File: src/rtl/change_dispenser.sv
// Coin change dispenser: pays out an amount in 5rs units using 10rs/5rs hoppers.
// Define CHANGE_TIMEOUT_EN to enable the hopper acknowledge timeout and sticky FAULT state.
module change_dispenser #(
   parameter int unsigned INV_FULL = 15,
   parameter int unsigned TIMEOUT  = 200
) (
   input  logic       clk,
   input  logic       reset,
   input  logic       start,
   input  logic [3:0] amount,
   input  logic       hop_ack,
   input  logic       refill,
   output logic       disp10,
   output logic       disp5,
   output logic       busy,
   output logic       done,
   output logic       short,
   output logic [3:0] rem,
   output logic [3:0] inv10,
   output logic [3:0] inv5,
   output logic       fault
);

   typedef enum logic [2:0] {
      S_IDLE, S_CHECK, S_ISSUE10, S_WAIT10, S_ISSUE5, S_WAIT5, S_DONE, S_FAULT
   } state_t;

   localparam logic [3:0] C_FULL = 4'(INV_FULL);

   if (INV_FULL < 1 || INV_FULL > 15 || TIMEOUT < 1 || TIMEOUT > 255) begin : g_param_check
      $error("change_dispenser: INV_FULL must be 1..15 and TIMEOUT 1..255");
   end

   state_t     r_state, w_next;
   logic [3:0] r_rem, r_inv10, r_inv5;
   logic       w_timeout;

`ifdef CHANGE_TIMEOUT_EN
   logic [7:0] r_cnt;
   // Fires on the cycle the count of ack-less WAIT cycles would reach TIMEOUT.
   assign w_timeout = (({1'b0, r_cnt} + 9'd1) == 9'(TIMEOUT));

   always_ff @(posedge clk) begin
      if (reset)
         r_cnt <= '0;
      else if (r_state == S_ISSUE10 || r_state == S_ISSUE5)
         r_cnt <= '0;
      else if ((r_state == S_WAIT10 || r_state == S_WAIT5) && !hop_ack)
         r_cnt <= r_cnt + 8'd1;
   end
`else
   assign w_timeout = 1'b0;
`endif

   always_ff @(posedge clk) begin
      if (reset)
         r_state <= S_IDLE;
      else
         r_state <= w_next;
   end

   always_comb begin
      w_next = r_state;
      case (r_state)
         S_IDLE:    if (start) w_next = S_CHECK;
         S_CHECK: begin
            if (r_rem == 4'd0)                       w_next = S_DONE;
            else if (r_rem >= 4'd2 && r_inv10 != '0) w_next = S_ISSUE10;
            else if (r_inv5 != '0)                   w_next = S_ISSUE5;
            else                                     w_next = S_DONE;
         end
         S_ISSUE10: w_next = S_WAIT10;
         S_WAIT10: begin
            if (hop_ack)        w_next = S_CHECK;
            else if (w_timeout) w_next = S_FAULT;
         end
         S_ISSUE5:  w_next = S_WAIT5;
         S_WAIT5: begin
            if (hop_ack)        w_next = S_CHECK;
            else if (w_timeout) w_next = S_FAULT;
         end
         S_DONE:    w_next = S_IDLE;
         S_FAULT:   w_next = S_FAULT;
         default:   w_next = S_IDLE;
      endcase
   end

   always_ff @(posedge clk) begin
      if (reset) begin
         r_rem   <= '0;
         r_inv10 <= C_FULL;
         r_inv5  <= C_FULL;
      end else begin
         case (r_state)
            S_IDLE: begin
               if (start)
                  r_rem <= (amount > 4'd10) ? 4'd10 : amount;
               else if (refill) begin
                  r_inv10 <= C_FULL;
                  r_inv5  <= C_FULL;
               end
            end
            S_WAIT10: if (hop_ack) begin
               r_rem   <= r_rem - 4'd2;
               r_inv10 <= r_inv10 - 4'd1;
            end
            S_WAIT5: if (hop_ack) begin
               r_rem  <= r_rem - 4'd1;
               r_inv5 <= r_inv5 - 4'd1;
            end
            default: ;
         endcase
      end
   end

   assign disp10 = (r_state == S_ISSUE10);
   assign disp5  = (r_state == S_ISSUE5);
   assign busy   = (r_state != S_IDLE);
   assign done   = (r_state == S_DONE);
   assign short  = (r_state == S_DONE) && (r_rem != 4'd0);
   assign rem    = r_rem;
   assign inv10  = r_inv10;
   assign inv5   = r_inv5;
`ifdef CHANGE_TIMEOUT_EN
   assign fault  = (r_state == S_FAULT);
`else
   assign fault  = 1'b0;
`endif

endmodule

File: config.mk
export PLATFORM = sky130hd
export DESIGN_NAME = change_dispenser
export DESIGN_NICKNAME = d
export VERILOG_FILES = /design/src/rtl/change_dispenser.sv
export SDC_FILE = /design/constraint.sdc
export NUM_CORES = 1
export LEC_CHECK = 0
export CELL_PAD_IN_SITES_DETAIL_PLACEMENT = 0
export CELL_PAD_IN_SITES_GLOBAL_PLACEMENT = 1
export CORE_MARGIN = 1
export CORE_UTILIZATION = 32
export CTS_CLUSTER_SIZE = 8
export DETAILED_ROUTE_END_ITERATION = 16
export GPL_ROUTABILITY_DRIVEN = 0
export MAX_ROUTING_LAYER = met4
export PLACE_DENSITY_LB_ADDON = 0.1
export RECOVER_POWER = 100
export SETUP_SLACK_MARGIN = 0.15
export SYNTH_ARGS = -nofsm -noshare
export SYNTH_HDL_FRONTEND = slang
export SYNTH_SLANG_ARGS = --single-unit
File: constraint.sdc
create_clock -name clk -period 1.79 [get_ports clk]
set_clock_uncertainty 0.2 [all_clocks]
set_input_delay 0.358 -clock clk [delete_from_list [all_inputs] [get_ports clk]]
set_output_delay 0.358 -clock clk [all_outputs]
set_load 0.05 [all_outputs]
==> metrics.log <==
[metrics] number of global-route vias before repair: 1227
[metrics] count of endpoints failing setup in the final report: 3
[metrics] run status: finished, violations left
[metrics] Worst Hold Launch: inv5[3]
[metrics] number of CTS-inserted buffers: 3
[metrics] final HPWL from detailed placement: 2310 um
[metrics] clock-pin slew on the worst setup and hold paths: 110 ps
[metrics] die outline area: 3630 um2
[metrics] net count of the mapped netlist: 149
[metrics] worst hold slack: 345 ps
[metrics] TritonCTS clock tree: built
[metrics] number of violations reported at the end of detailed-routing iteration 0: 48
[metrics] worst r2r path cells: 5
[metrics] number of cells produced by synthesis: 133
[metrics] accumulated negative setup slack: -228 ps
[metrics] total of flip-flops plus latches after synthesis: 15
[metrics] power per cell area: 1450 nW/um2
[metrics] GR Overflow Total: 0
[metrics] Final Slew Violations: 0
[metrics] LEAKAGE: 0.852 nW
[metrics] maximum resistive drop on vdd: 0.605 mV
[metrics] syn_area_per_cell: 8.16 um2
[metrics] Synth async-reset ratio: 0%
[metrics] mapped cell area: 1080 um2
[metrics] sink count of the clock tree: 15
[metrics] CTS root buf: sky130_fd_sc_hd__clkbuf_4
[metrics] max_cap viols: 0
[metrics] Top FF cell, synth: sky130_fd_sc_hd__dfxtp_1
[metrics] critical path start-end classification: reg -> out
[metrics] count of flip-flops with a built-in enable after synthesis: 0
[metrics] floorplan die height: 60.2 um
[metrics] Final Total Pwr: 3.05 mW
[metrics] Post-CTS Hold Buffers: 0
[metrics] Period Utilization, post-route: 106%
[metrics] count of final hold-check violations: 0
[metrics] number of input and output port buffers inserted: 25
[metrics] global-route usage over all layers: 21.1%
[metrics] DIE WIDTH: 60.2 um
[metrics] pin count of the biggest net entering global routing: 14
[metrics] first-pass GRT wire length: 5470 um
[metrics] initial antenna violation count: 0
[metrics] number of library cell types mapped by synthesis: 48
[metrics] number of buffers on the longest clock path: 2
[metrics] DR DRC count: 0
[metrics] count of warnings emitted by yosys: 0
[metrics] nets@finish: 212
[metrics] worst-skew pair later-pin latency: 290 ps
[metrics] library cell with the largest summed area after synthesis: sky130_fd_sc_hd__dfxtp_1
[metrics] CP Max Fanout: 2
[metrics] worst endpoint required time: 1230 ps
[metrics] average wire per standard cell: 14.2 um
[metrics] number of instances on the worst hold path: 2
[metrics] Yosys top cell area share: 27.7%
[metrics] minimum period implied by the final worst setup slack: 1900 ps
[metrics] failing checks: setup timing
[metrics] count of TritonRoute iterations in the first routing pass: 4
[metrics] worst hold endpoint: inv5[3]
[metrics] ant diodes: 0
[metrics] post-layout worst setup margin: -113 ps
[metrics] initial cell density of the core: 34.7%
[metrics] main area contributors after synthesis: sky130_fd_sc_hd__dfxtp_1, sky130_fd_sc_hd__ha_1, sky130_fd_sc_hd__xnor2_1, sky130_fd_sc_hd__inv_1, sky130_fd_sc_hd__nand2_1
[metrics] FP Rows: 20
[metrics] Crit Reg-Reg Startpoint: r_state[2]
[metrics] total routed wirelength: 3400 um
[metrics] CP Launch Type: flip-flop
[metrics] destination of the worst register-to-register timing path: inv5[0]
[metrics] number of ports placed on the die boundary: 27
[metrics] vias per cell: 5.06
[metrics] setup repair after global routing missed its margin: yes
[metrics] count of H-tree levels built during CTS: 1
[metrics] vias post-DR: 1209
[metrics] R2R setup slack: -20 ps
[metrics] max frequency: 0.526 GHz
[metrics] data arrival time of the critical path: 1340 ps
[metrics] remaining antenna violation count: 0
[metrics] sort of element at the end of the critical path: primary output
[metrics] Core Region: 3130 um2
[metrics] Post-Place Setup Slack: -424 ps
[metrics] HP Class: reg -> reg
[metrics] proportion of synthesized chip area in sequential cells: 27.7%
[metrics] fraction of final layout cells with drive strength greater than 1: 54.4%
[metrics] Area growth, synth to finish: 94.0%
## timing repair
item,CTS,global route
buffers inserted,12,9
pin swaps,32,14
gates cloned,0,0
setup endpoints to repair,18,20
resized for setup,45,13
## critical path, stage by stage (launching register included)
cell and delay (ps):
sky130_fd_sc_hd__dfxtp_4 370, sky130_fd_sc_hd__inv_4 60, sky130_fd_sc_hd__ha_4 120, sky130_fd_sc_hd__nor3b_4 280
sky130_fd_sc_hd__nor3_4 70, sky130_fd_sc_hd__buf_12 150
## state kept, by name (all words and copies together) (netlist names)
name / flops
inv10: 4
inv5: 4
rem: 4
r_state: 3
## metrics by stage
step	std cells	util [%]	instance area, um2
after floorplan	133	-	1200
final	239	67.3	2100
after CTS	230	65.7	2060
after detailed placement	214	56.2	1760
after global routing	239	67.3	2100
after global placement	214	56.2	1760
## report_power, final
group	internal [mW]	switching, mW	leakage, nW
Sequential	0.428	0.122	0.127
Clock	0.0867	0.127	0.0150
Combinational	1.21	1.07	0.711
## placed cells by master (no fill, tap or decap), types with 2 or more instances in the layout
| cell type | count |
|---|---|
| sky130_fd_sc_hd__a211oi_1 | 2 |
| sky130_fd_sc_hd__a211oi_2 | 2 |
| sky130_fd_sc_hd__a21oi_1 | 3 |
| sky130_fd_sc_hd__a21oi_2 | 4 |
| sky130_fd_sc_hd__a31oi_1 | 3 |
| sky130_fd_sc_hd__buf_12 | 14 |
| sky130_fd_sc_hd__buf_4 | 25 |
| sky130_fd_sc_hd__buf_6 | 13 |
| sky130_fd_sc_hd__clkbuf_2 | 4 |
| sky130_fd_sc_hd__clkbuf_4 | 3 |
| sky130_fd_sc_hd__clkdlybuf4s50_1 | 6 |
| sky130_fd_sc_hd__dfxtp_1 | 9 |
| sky130_fd_sc_hd__dfxtp_4 | 6 |
| sky130_fd_sc_hd__dlygate4sd2_1 | 2 |
| sky130_fd_sc_hd__ha_1 | 2 |
| sky130_fd_sc_hd__ha_4 | 4 |
| sky130_fd_sc_hd__inv_1 | 9 |
| sky130_fd_sc_hd__inv_4 | 2 |
| sky130_fd_sc_hd__nand2_1 | 10 |
| sky130_fd_sc_hd__nand2b_4 | 3 |
| sky130_fd_sc_hd__nand3_1 | 5 |
| sky130_fd_sc_hd__nor2_1 | 5 |
| sky130_fd_sc_hd__nor2_4 | 4 |
| sky130_fd_sc_hd__nor3_1 | 2 |
| sky130_fd_sc_hd__o211ai_1 | 2 |
| sky130_fd_sc_hd__o21ai_1 | 3 |
| sky130_fd_sc_hd__o21ai_2 | 2 |
| sky130_fd_sc_hd__o22ai_1 | 2 |
| sky130_fd_sc_hd__o31ai_1 | 2 |
| sky130_fd_sc_hd__or4b_4 | 2 |
| sky130_fd_sc_hd__xnor2_1 | 6 |
## per-layer routing
metal	track usage [%]	part of all wire, %	vias up
met5	-	0	-
met4	7.97	1.8	0
met3	3.46	2.7	7
met2	35.6	52	24
met1	24.9	43	570
li1	-	-	608
## worst max path at each step
stage	startpoint	slack, ps	depth (start not counted)	endpoint
final	rem[1]	-110	5	short
after floorplan	rem[1]	-70	4	short
after global routing	rem[1]	-160	5	short
after global placement	start	-390	5	inv5[2]
after CTS	rem[1]	-120	5	short
after detailed placement	start	-420	5	inv5[0]
## area by class of cell
type	count	area, um2
inverters	12	50.0
well taps	44	55.1
clock buffers	4	26.3
repair buffers	65	727
multi-input cells	99	923
fillers	249	1020
flip-flops and latches	15	323
## cells by family after synthesis
| group | after synthesis | share of synthesized area, % |
|---|---|---|
| buf+inv | 19 | 7.96 |
| flops | 15 | 27.7 |
| simple gates | 46 | 24.2 |
| other cells | 1 | 0.346 |
| compound gates | 37 | 24.9 |
| fa+ha+maj | 7 | 8.07 |
| mux | 2 | 1.96 |
| xor+xnor | 6 | 4.84 |
## cells in the mapped netlist, drive strengths merged (2+ instances only)
library cell / instances
buf: 6
nand2b: 4
a21oi: 7
nand3: 6
dfxtp: 15
inv: 12
a221oi: 2
nor3b: 2
o31ai: 2
nor2: 9
o21ai: 6
ha: 7
or3: 2
or4b: 2
nor3: 3
o22ai: 2
nor2b: 2
nand2: 10
a211oi: 4
o211ai: 2
xnor2: 6
a31oi: 3
Power figures use the tool's default switching activity.
